$ cat config.mk
export PLATFORM = sky130hd
export DESIGN_NAME = buffer_column_sequencer_flat
export DESIGN_NICKNAME = d
export VERILOG_FILES = /design/src/rtl/buffer_column_sequencer_pkg.sv /design/src/rtl/buffer_column_sequencer_if.sv /design/src/rtl/buffer_column_sequencer_column_select_mux.sv /design/src/rtl/buffer_column_sequencer.sv /design/src/flat_wrapper.sv
export SDC_FILE = /design/constraint.sdc
export NUM_CORES = 1
export LEC_CHECK = 0
export BUFFER_PORTS_ARGS = -buffer_cell sky130_fd_sc_hd__buf_2
export CAP_MARGIN = 20
export CORE_MARGIN = 3
export CORE_UTILIZATION = 50
export CTS_CLUSTER_SIZE = 40
export DETAILED_ROUTE_END_ITERATION = 8
export GPL_TIMING_DRIVEN = 0
export PLACE_DENSITY = 0.75
export SLEW_MARGIN = 20
export SYNTH_ARGS = -nofsm -noshare
export SYNTH_HDL_FRONTEND = slang
export SYNTH_SLANG_ARGS = --single-unit
$ cat constraint.sdc
create_clock -name clk -period 2.98 [get_ports clk]
set_clock_uncertainty 0.15 [all_clocks]
set_input_delay 0.298 -clock clk [delete_from_list [all_inputs] [get_ports clk]]
set_output_delay 0.298 -clock clk [all_outputs]
set_load 0.02 [all_outputs]
$ cat src/rtl/buffer_column_sequencer_pkg.sv
// Shared encodings for the interpolation buffer controllers.
//   SEL_ZERO  : column code that presents an all-zero column
//   SEL_FIRST : code of the first real column
//   state_t   : controller FSM states
package buffer_column_sequencer_pkg;

  localparam int SEL_ZERO  = 0;
  localparam int SEL_FIRST = 1;

  typedef enum logic [1:0] {
    IDLE = 2'd0,
    AUTO = 2'd1,
    MAN  = 2'd2
  } state_t;

endpackage

$ cat src/rtl/buffer_column_sequencer_if.sv
// Valid/ready column stream from the sequencer to the vertical filter.
//   out_valid : data_out/col_idx/last are valid
//   out_ready : consumer can accept the beat
//   data_out  : one column of samples
//   col_idx   : code of the column presented (0 for a zero column)
//   last      : final beat of the current transfer
interface buffer_column_sequencer_if #(
  parameter int COL_W = 99,
  parameter int SEL_W = 3
);

  logic             out_valid;
  logic             out_ready;
  logic [COL_W-1:0] data_out;
  logic [SEL_W-1:0] col_idx;
  logic             last;

  modport master (
    output out_valid, data_out, col_idx, last,
    input  out_ready
  );

  modport slave (
    input  out_valid, data_out, col_idx, last,
    output out_ready
  );

endinterface

$ cat src/rtl/buffer_column_sequencer_column_select_mux.sv
// Combinational N_COLS-way column selector.
//   cols : flat column bus, code k (1-based) at bits [k*COL_W-1 -: COL_W]
//   sel  : column code; 0 or any code above N_COLS yields zeros
//   col  : selected column
module column_select_mux #(
  parameter int N_COLS = 4,
  parameter int COL_W  = 99,
  parameter int SEL_W  = 3
) (
  input  logic [N_COLS*COL_W-1:0] cols,
  input  logic [SEL_W-1:0]        sel,
  output logic [COL_W-1:0]        col
);

  // Codes are 1-based so that code 0 is naturally the zero column.
  always_comb begin
    col = '0;
    for (int k = 1; k <= N_COLS; k++) begin
      if (sel == SEL_W'(k)) begin
        col = cols[(k-1)*COL_W +: COL_W];
      end
    end
  end

endmodule

$ cat src/rtl/buffer_column_sequencer.sv
// Column sequencer between the transposed buffer and the vertical filter.
// Captures all columns in one load beat, then streams them out either as
// a forward/reverse scan or as a single manually selected column.
//   clk, rst_n : clock (rising edge), asynchronous active-low reset
//   load       : capture data_in (honoured only when idle and start low)
//   data_in    : flat column bus, column k at [k*COL_W-1 -: COL_W]
//   start      : begin a transfer; mode/reverse/select sampled here
//   mode       : 0 = auto scan, 1 = single manual column
//   reverse    : auto scan order, 0 = 1..N_COLS, 1 = N_COLS..1
//   select     : manual column code
//   busy       : controller is not idle
//   out_if     : valid/ready column stream (master side)
module buffer_column_sequencer
  import buffer_column_sequencer_pkg::*;
#(
  parameter  int SAMPLE_BITS = 9,
  parameter  int SAMPLES     = 11,
  parameter  int N_COLS      = 4,
  parameter  int SEL_W       = 3,
  localparam int COL_W       = SAMPLES * SAMPLE_BITS
) (
  input  logic                    clk,
  input  logic                    rst_n,
  input  logic                    load,
  input  logic [N_COLS*COL_W-1:0] data_in,
  input  logic                    start,
  input  logic                    mode,
  input  logic                    reverse,
  input  logic [SEL_W-1:0]        select,
  output logic                    busy,
  buffer_column_sequencer_if.master out_if
);

  localparam logic [SEL_W-1:0] CODE_ZERO  = SEL_W'(SEL_ZERO);
  localparam logic [SEL_W-1:0] CODE_FIRST = SEL_W'(SEL_FIRST);
  localparam logic [SEL_W-1:0] CODE_LAST  = SEL_W'(N_COLS);

  state_t                  state;
  logic [N_COLS*COL_W-1:0] store;
  logic                    loaded;
  logic                    rev_q;

  logic                    accept;
  logic                    man_valid;
  logic [SEL_W-1:0]        first_sel;
  logic [SEL_W-1:0]        next_sel;
  logic [SEL_W-1:0]        end_sel;
  logic [SEL_W-1:0]        mux_sel;
  logic [COL_W-1:0]        mux_col;

  assign accept    = out_if.out_valid & out_if.out_ready;
  assign man_valid = (select >= CODE_FIRST) && (select <= CODE_LAST);
  assign first_sel = reverse ? CODE_LAST : CODE_FIRST;
  assign next_sel  = rev_q ? (out_if.col_idx - CODE_FIRST) : (out_if.col_idx + CODE_FIRST);
  assign end_sel   = rev_q ? CODE_FIRST : CODE_LAST;

  // The mux always feeds the output register with whatever column the
  // FSM will present after the coming edge; zero when nothing new loads.
  always_comb begin
    mux_sel = CODE_ZERO;
    case (state)
      IDLE: if (start && loaded) mux_sel = mode ? select : first_sel;
      AUTO: if (accept && !out_if.last) mux_sel = next_sel;
      default: mux_sel = CODE_ZERO;
    endcase
  end

  column_select_mux #(
    .N_COLS (N_COLS),
    .COL_W  (COL_W),
    .SEL_W  (SEL_W)
  ) u_column_select_mux (
    .cols (store),
    .sel  (mux_sel),
    .col  (mux_col)
  );

  // Single FSM with registered outputs. The store is only writable in
  // IDLE, so a transfer always streams a coherent snapshot.
  always_ff @(posedge clk or negedge rst_n) begin
    if (!rst_n) begin
      state            <= IDLE;
      store            <= '0;
      loaded           <= 1'b0;
      rev_q            <= 1'b0;
      busy             <= 1'b0;
      out_if.out_valid <= 1'b0;
      out_if.data_out  <= '0;
      out_if.col_idx   <= CODE_ZERO;
      out_if.last      <= 1'b0;
    end else begin
      case (state)
        IDLE: begin
          if (start && loaded) begin
            busy             <= 1'b1;
            out_if.out_valid <= 1'b1;
            out_if.data_out  <= mux_col;
            if (!mode) begin
              state          <= AUTO;
              rev_q          <= reverse;
              out_if.col_idx <= first_sel;
              out_if.last    <= 1'b0;
            end else begin
              state          <= MAN;
              out_if.col_idx <= man_valid ? select : CODE_ZERO;
              out_if.last    <= 1'b1;
            end
          end else if (load && !start) begin
            store  <= data_in;
            loaded <= 1'b1;
          end
        end
        AUTO: begin
          if (accept) begin
            if (out_if.last) begin
              state            <= IDLE;
              busy             <= 1'b0;
              out_if.out_valid <= 1'b0;
              out_if.data_out  <= '0;
              out_if.col_idx   <= CODE_ZERO;
              out_if.last      <= 1'b0;
            end else begin
              out_if.col_idx  <= next_sel;
              out_if.data_out <= mux_col;
              out_if.last     <= (next_sel == end_sel);
            end
          end
        end
        MAN: begin
          if (accept) begin
            state            <= IDLE;
            busy             <= 1'b0;
            out_if.out_valid <= 1'b0;
            out_if.data_out  <= '0;
            out_if.col_idx   <= CODE_ZERO;
            out_if.last      <= 1'b0;
          end
        end
        default: begin
          state            <= IDLE;
          busy             <= 1'b0;
          out_if.out_valid <= 1'b0;
          out_if.last      <= 1'b0;
        end
      endcase
    end
  end

endmodule
$ cat src/flat_wrapper.sv
// flat-port wrapper written by rule: the top's interface ports become plain ports
module buffer_column_sequencer_flat import buffer_column_sequencer_pkg::*;
#(
  parameter  int SAMPLE_BITS = 9,
  parameter  int SAMPLES     = 11,
  parameter  int N_COLS      = 4,
  parameter  int SEL_W       = 3,
  localparam int COL_W       = SAMPLES * SAMPLE_BITS
)
  (clk, rst_n, load, data_in, start, mode, reverse, select, busy, out_if_out_valid, out_if_data_out, out_if_col_idx, out_if_last, out_if_out_ready);
  buffer_column_sequencer_if #(.SEL_W(SEL_W)) out_if_i ();
  input  logic clk;
  input  logic rst_n;
  input  logic load;
  input  logic [N_COLS*COL_W-1:0] data_in;
  input  logic start;
  input  logic mode;
  input  logic reverse;
  input  logic [SEL_W-1:0] select;
  output logic busy;
  output wire logic [$bits(out_if_i.out_valid)-1:0] out_if_out_valid;
  output wire logic [$bits(out_if_i.data_out)-1:0] out_if_data_out;
  output wire logic [$bits(out_if_i.col_idx)-1:0] out_if_col_idx;
  output wire logic [$bits(out_if_i.last)-1:0] out_if_last;
  input wire logic [$bits(out_if_i.out_ready)-1:0] out_if_out_ready;
  assign out_if_out_valid = out_if_i.out_valid;
  assign out_if_data_out = out_if_i.data_out;
  assign out_if_col_idx = out_if_i.col_idx;
  assign out_if_last = out_if_i.last;
  assign out_if_i.out_ready = out_if_out_ready;
  buffer_column_sequencer #(.SAMPLE_BITS(SAMPLE_BITS), .SAMPLES(SAMPLES), .N_COLS(N_COLS), .SEL_W(SEL_W)) u_core (.clk(clk), .rst_n(rst_n), .load(load), .data_in(data_in), .start(start), .mode(mode), .reverse(reverse), .select(select), .busy(busy), .out_if(out_if_i));
endmodule
==> flow_metrics.py, run 1 <==
metrics = {
    "outcome": {
        "status": "complete, no violations",
    },
    "worst_hold_path": {
        "whs_endpoint": "u_core.out_if.last$_DFFE_PN0P_",
        "hold_path.startpoint": "start",
        "holdPathStages": 5,
        "min_path_type": "in2reg",
    },
    "global_routing": {
        "grt_pass1_vias": 19794,
        "grt_max_degree": 100,
        "grt_overflow_total": 0,
        "grt_usage": 0.330,
        "grt_pass1_wl_um": 114000,
        "grt_antenna_before_repair": 22,
    },
    "worst_setup_path": {
        "cp-start-kind": "flop",
        "path_class": "reg2reg",
        "path_max_fanout": 10,
        "r2r_cells": 8,
        "rrSetupSlack_ns": 0.04,
        "r2r_start": "u_core.state[0]$_DFFE_PN0P_",
        "arrival_ns": 3.25,
        "cp.required_ns": 3.29,
        "rr_endpoint": "u_core.store[191]$_DFFE_PN0P_",
        "worst_setup_path_end_kind": "flop",
    },
    "finish": {
        "areaGrowthSynthToFinish_pct": 43.9,
        "drive_above_1_share": 0.417,
        "final_nets": 2961,
        "stdcell_count": 3150,
    },
    "drt": {
        "drc": 0,
        "routedWlPerCell_um": 24.5,
        "drtIter0Drc": 1349,
        "routed_via_density": 5.69,
        "drt-total-wl_um": 77300,
        "vias": 17939,
        "ant_nets": 0,
        "first_pass_iters": 5,
    },
    "logic_synthesis": {
        "synthArstFlopShare": 1.00,
        "synth_edf_count": 0,
        "syn-num-nets": 1983,
        "yosysTopAreaCellShare": 0.586,
        "synth_seq_cells": 504,
        "synth_largest_area_cell": "dfrtp_1",
        "ys.flop_type": "dfrtp_1",
        "syn_avg_cell_area_sq_um": 13.7,
        "synthesis.area_sq_um": 21500,
        "synthTopCellsByArea": "dfrtp_1 59%, mux2_2 21%, mux2i_1 4.6%, a22o_1 4.1%, o221ai_1 3.6%",
        "synthCells": 1573,
        "synth_cell_types": 41,
        "yosysSeqAreaShare": 0.586,
        "ys_warn_count": 0,
    },
    "sta": {
        "fin_setup_tns_ns": 0,
        "whs_ns": 0.0634,
        "min_period_ns": 2.94,
        "hold_viol_final": 0,
        "timing.fmax_mhz": 340,
        "tightest_slew_ns": 0.814,
        "period_share": 0.986,
        "setup_viol": 0,
        "slew_viol_final": 0,
        "slew_headroom": 0.457,
    },
    "floorplanning": {
        "rows": 75,
        "num_io_pins": 511,
        "die_w_um": 213,
        "die_area_sq_um": 45600,
        "initial_core_util": 0.510,
        "core_area_sq_um": 42200,
        "die_y_um": 213,
    },
    "place": {
        "placed_cells": 2628,
        "gp_congestion": 0.873,
        "port_buffers": 510,
        "hpwlAfterDp_um": 47300,
    },
    "power_and_ir_drop": {
        "p_per_area_nw_per_um2": 996,
        "irDropWorstVdd_v": 0.000620,
        "leakage_uw": 0.0147,
    },
    "clock_network": {
        "clkLatencyLatePin_ns": 0.59,
        "cts_tree": "done",
        "cts-root-buf": "clkbuf_16",
        "cts_made_buffers": 54,
        "clkTransAtPathRegs_ns": 0.06,
        "cts.sinks": 504,
        "htreeDepth": 2,
        "clock_path_buffers": 3,
    },
    "flow_run": {
        "cap_violations": 0,
    },
}
## worst max-delay path by stage
stage / start / to / slack, ns / depth (start not counted)
detailed placement: u_core.state[0]$_DFFE_PN0P_ / u_core.store[389]$_DFFE_PN0P_ / -0.82 / 8
CTS: u_core.out_if.col_idx[0]$_DFFE_PN0P_ / u_core.out_if.data_out[33]$_DFFE_PN0P_ / 0.002 / 8
floorplan: u_core.out_if.col_idx[0]$_DFFE_PN0P_ / u_core.out_if.data_out[0]$_DFFE_PN0P_ / 0.35 / 8
finish: u_core.state[0]$_DFFE_PN0P_ / u_core.store[191]$_DFFE_PN0P_ / 0.04 / 8
global route: u_core.out_if.col_idx[0]$_DFFE_PN0P_ / u_core.out_if.data_out[92]$_DFFE_PN0P_ / -0.04 / 7
global placement: rst_n / u_core.store[261]$_DFFE_PN0P_ / -8.53 / 1
## per-layer routing
metal | up-vias | global-route usage | share of wire
met3 | 288 | 0.0914 | 0.087
met2 | 994 | 0.555 | 0.49
met4 | 0 | 0.191 | 0.058
met5 | - | 0 | 0
met1 | 9019 | 0.381 | 0.36
li1 | 7638 | - | -
## layout by cell type (no fill, tap or decap), types with 4 or more instances in the layout
| cell type | instances |
|---|---|
| clkbuf_1 | 60 |
| dlygate4sd3_1 | 399 |
| clkinv_2 | 5 |
| buf_4 | 12 |
| mux2i_1 | 98 |
| a31oi_1 | 4 |
| clkbuf_2 | 34 |
| buf_16 | 5 |
| o221ai_1 | 87 |
| o221ai_2 | 12 |
| clkbuf_16 | 55 |
| buf_1 | 7 |
| nor2_1 | 6 |
| nand2_1 | 105 |
| clkbuf_8 | 11 |
| diode_2 | 21 |
| bufinv_16 | 4 |
| a22o_1 | 99 |
| o21ai_0 | 6 |
| buf_6 | 4 |
| buf_2 | 521 |
| dfrtp_1 | 504 |
| mux2_2 | 398 |
| inv_1 | 103 |
## Yosys cell counts, types with 2 or more instances
library cell  count
a21oi_1           3
a22o_1          100
a31oi_1           4
and2_1            2
buf_1            10
buf_2            13
buf_4             2
buf_6             2
clkbuf_1         85
dfrtp_1         504
ha_1              3
inv_1           103
mux2_2          398
mux2i_1          99
nand2_1         105
nand2b_1          2
nand3_1           4
nand3b_1          2
nor2_1            6
o21ai_0           6
o221ai_1         89
o221ai_2         10
o22ai_1           2
xnor2_1           2
## critical path: stages (launching register included)
cell and delay (ns):
dfrtp_1 0.36, inv_1 0.08, ha_1 0.22, buf_4 0.17, nand3b_1 0.18, buf_4 0.18, clkbuf_2 0.51, clkbuf_1 0.56
mux2_2 0.41
## area by class of cell
| type | instances | area, sq um |
|---|---|---|
| antenna | 21 | 52.6 |
| buffer | 109 | 523 |
| clock buffer | 81 | 1580 |
| clock inverter | 14 | 195 |
| fill | 2516 | 11300 |
| inverter | 103 | 387 |
| multi-input combinational | 854 | 8120 |
| sequential | 504 | 12600 |
| tap | 539 | 674 |
| timing repair buffer | 925 | 6820 |
## cells by family (layout without fill, tap and decap cells)
group / after synthesis / after routing / share of synthesized area
mux: 497 / 497 / 0.254
other cells: 0 / 21 / 0
fa+ha+maj: 4 / 4 / 0.00267
simple gates: 130 / 130 / 0.0254
xor+xnor: 3 / 3 / 0.00122
buf+inv: 215 / 1232 / 0.0393
flops: 504 / 504 / 0.586
compound gates: 220 / 220 / 0.0909
## per-stage QoR
stage / setup WS (ns) / cell area (sq um) / utilization / total power (uW)
floorplan: 0.348 / 21500 / - / 18900
global placement: -8.53 / 24700 / 0.586 / 22000
detailed placement: -0.824 / 24900 / 0.590 / 22600
CTS: 0.00240 / 30800 / 0.729 / 29900
global route: -0.0385 / 31000 / 0.733 / 32200
finish: 0.0419 / 31000 / 0.733 / 30800
## power by group
group          total [uW]  switching (uW)  internal, uW  leakage [uW]
Combinational       11600            6140          5420       0.00766
Sequential          12400            2160         10300       0.00614
Clock                6850            2840          4010      0.000871
## state kept, by name, indices dropped and copies added, names as in the netlist
register	flops
u_core.loaded	1
u_core.out_if.col_idx	3
u_core.out_if.data_out	99
u_core.out_if.last	1
u_core.out_if.out_valid	1
u_core.rev_q	1
u_core.state	2
u_core.store	396
## repair_timing
item	4_1_cts	5_1_grt
pin swaps	2	2
hold buffers	399	0
endpoints found under the setup margin	440	153
setup buffers	7	3
cloned	0	0
hold endpoints to repair	474	0
resized for setup	20	68
(Power assumes the default switching activity.)
==> run 2, diff against run 1 <==
--- a/config.mk
+++ b/config.mk
@@ -12,6 +12,7 @@
 export CTS_CLUSTER_SIZE = 40
 export DETAILED_ROUTE_END_ITERATION = 8
 export GPL_TIMING_DRIVEN = 0
+export HOLD_SLACK_MARGIN = 0.05
 export PLACE_DENSITY = 0.75
 export SLEW_MARGIN = 20
 export SYNTH_ARGS = -nofsm -noshare
==> constraint.sdc (replaced) <==
create_clock -name clk -period 2.99 [get_ports clk]
set_clock_uncertainty 0.15 [all_clocks]
set_input_delay 0.299 -clock clk [delete_from_list [all_inputs] [get_ports clk]]
set_output_delay 0.299 -clock clk [all_outputs]
set_load 0.02 [all_outputs]
==> run 2 against run 1 <==
Fmax increased by 0.55%; critical path depth increased by 2; clock power about the same; power decreased by 0.13%; worst hold slack improved by 0.020 ns; non-clock buffer count increased by 2; combinational power about the same; routed wire length increased by 0.39%; via count decreased by 0.21%; critical endpoint is now u_core.out_if.data_out[7]$_DFFE_PN0P_; largest power group unchanged.
==> flow_metrics.py, run 2 (synthesis gave the netlist of run 1 again) <==
metrics = {
    "power_and_ir_drop": {
        "p_clk_frac": 0.222,
        "irDropWorstVdd_v": 0.000627,
        "p_seq_frac": 0.403,
        "p_switching_uw": 11200,
        "internal_power_uw": 19600,
        "p_per_area_nw_per_um2": 994,
        "switching_share": 0.362,
        "p_comb_frac": 0.375,
        "leakage_uw": 0.0147,
    },
    "global_routing": {
        "grt_max_degree": 100,
        "grt_usage": 0.331,
        "grt_pass1_wl_um": 114000,
        "grt_pass1_vias": 19757,
        "grt_antenna_before_repair": 23,
        "grt_overflow_total": 0,
    },
    "drt": {
        "drt-total-wl_um": 77600,
        "drtIter0Drc": 1385,
        "ant_nets": 0,
        "vias": 17902,
        "first_pass_iters": 7,
        "routed_via_density": 5.67,
        "routedWlPerCell_um": 24.6,
        "drc": 0,
    },
    "finish": {
        "design_area_sq_um": 31000,
        "regMostFlops": "u_core.store",
        "largest_reg_flops": 396,
        "final_nets": 2963,
        "drive_above_1_share": 0.415,
        "finish.utilization": 0.734,
        "layout_commonest_cell": "buf_2",
        "stdcell_count": 3157,
        "top_regs": "u_core.store: 396 flops, u_core.out_if.data_out: 99 flops, u_core.out_if.col_idx: 3 flops",
        "final_cell_mix": "519 x buf_2, 504 x dfrtp_1, 402 x dlygate4sd3_1",
        "areaGrowthSynthToFinish_pct": 44.0,
    },
    "floorplanning": {
        "num_io_pins": 511,
        "die_area_sq_um": 45600,
        "initial_core_util": 0.510,
        "die_y_um": 213,
        "rows": 75,
        "die_w_um": 213,
        "core_area_sq_um": 42200,
    },
    "clock_network": {
        "cts_tree": "done",
        "cts.sinks": 504,
        "cts_made_buffers": 54,
        "clkTransAtPathRegs_ns": 0.06,
        "htreeDepth": 2,
        "clock_path_buffers": 3,
        "clkLatencyLatePin_ns": 0.60,
        "cts-root-buf": "clkbuf_16",
    },
    "worst_setup_path": {
        "r2r_start": "u_core.state[0]$_DFFE_PN0P_",
        "path_buf_inv": 4,
        "rr_endpoint": "u_core.out_if.data_out[7]$_DFFE_PN0P_",
        "arrival_ns": 3.26,
        "critical_path.startpoint": "u_core.state[0]$_DFFE_PN0P_",
        "cp-start-kind": "flop",
        "setup.worst_path.end": "u_core.out_if.data_out[7]$_DFFE_PN0P_",
        "r2r_cells": 10,
        "path_common_cell": "buf_6",
        "rrSetupSlack_ns": 0.07,
        "cp_num_cells": 10,
        "crit_path_top_delay_cell": "dfrtp_1",
        "path_class": "reg2reg",
        "crit_chain": "ha_1, a2bb2oi_1, a211o_1, clkbuf_4, a21oi_4, or3b_1, buf_6, buf_6, buf_6, o221ai_2",
        "worst_setup_path_end_kind": "flop",
        "slowest_delay_ns": 0.39,
        "path_max_fanout": 10,
        "cp.required_ns": 3.32,
        "critPathTopFamily": "compound AO/OA/AOI/OAI gates",
    },
    "sta": {
        "fin_ws_ns": 0.0679,
        "slew_headroom": 0.442,
        "timing.fmax_mhz": 342,
        "hold_viol_final": 0,
        "fin_setup_tns_ns": 0,
        "period_share": 0.977,
        "setup_viol": 0,
        "slew_viol_final": 0,
        "min_period_ns": 2.92,
        "tightest_slew_ns": 0.836,
    },
    "place": {
        "gp_congestion": 0.873,
        "placed_cells": 2628,
        "port_buffers": 510,
        "placed_area_sq_um": 24900,
        "post-place-ws_ns": -0.814,
        "hpwlAfterDp_um": 47300,
    },
    "worst_hold_path": {
        "min_path_type": "in2reg",
        "hold_path.startpoint": "select[0]",
    },
    "flow_run": {
        "cap_violations": 0,
    },
    "outcome": {
        "status": "complete, no violations",
    },
}
==> run 2: area by class of cell <==
cell class / instances / area, sq um
antenna: 26 / 65.1
buffer: 109 / 522
clock buffer: 81 / 1580
clock inverter: 14 / 195
fill: 2515 / 11200
inverter: 103 / 387
multi-input combinational: 854 / 8120
sequential: 504 / 12600
tap: 539 / 674
timing repair buffer: 927 / 6830
==> run 2: worst register-to-register path, cell delays in order, from the launching register on <==
cell	delay [ns]
dfrtp_1	0.39
ha_1	0.28
a2bb2oi_1	0.19
a211o_1	0.29
clkbuf_4	0.22
a21oi_4	0.16
or3b_1	0.38
buf_6	0.19
buf_6	0.17
buf_6	0.16
o221ai_2	0.23
==> run 2: power groups by stage <==
stage	logic, uW	clock network [uW]	registers, uW
4_1_cts	11000	6830	12000
6_report	11600	6830	12400
5_1_grt	12300	7170	12700
2_1_floorplan	6470	0	12300
3_5_place_dp	10400	0	12100
3_3_place_gp	10000	0	11900
==> run 2: metrics by stage <==
step                      power [uW]  hold slack, ns
after detailed placement       22500           0.183
after CTS                      29800          0.0507
final                          30800          0.0839
after global placement         22000           0.314
after floorplan                18800          -0.147
after global routing           32100           0.123
==> run 2: how the worst min path moves through the flow <==
stage,slack (ns),to,depth (start not counted)
2_1_floorplan,-0.15,u_core.loaded$_DFFE_PN0P_,0
3_3_place_gp,0.31,u_core.out_if.data_out[5]$_DFFE_PN0P_,2
3_5_place_dp,0.18,u_core.store[14]$_DFFE_PN0P_,1
4_1_cts,0.05,u_core.out_if.col_idx[0]$_DFFE_PN0P_,5
5_1_grt,0.12,u_core.out_if.col_idx[0]$_DFFE_PN0P_,5
6_report,0.08,u_core.out_if.col_idx[0]$_DFFE_PN0P_,5
==> run 2: what timing repair did <==
action                     4_1_cts  5_1_grt
buffers inserted                 7        2
pin swaps                        2        1
resized for setup               20       60
setup endpoints to repair      439      135
hold buffers                   402        0
hold endpoints to repair       477        0
cloned                           0        0
==> run 2: per-layer routing <==
| metal | track usage | vias up | wire (um) |
|---|---|---|---|
| met1 | 0.384 | 9015 | 28500 |
| met3 | 0.0901 | 301 | 6470 |
| li1 | - | 7655 | - |
| met5 | 0 | - | 0 |
| met2 | 0.557 | 931 | 38000 |
| met4 | 0.190 | 0 | 4650 |
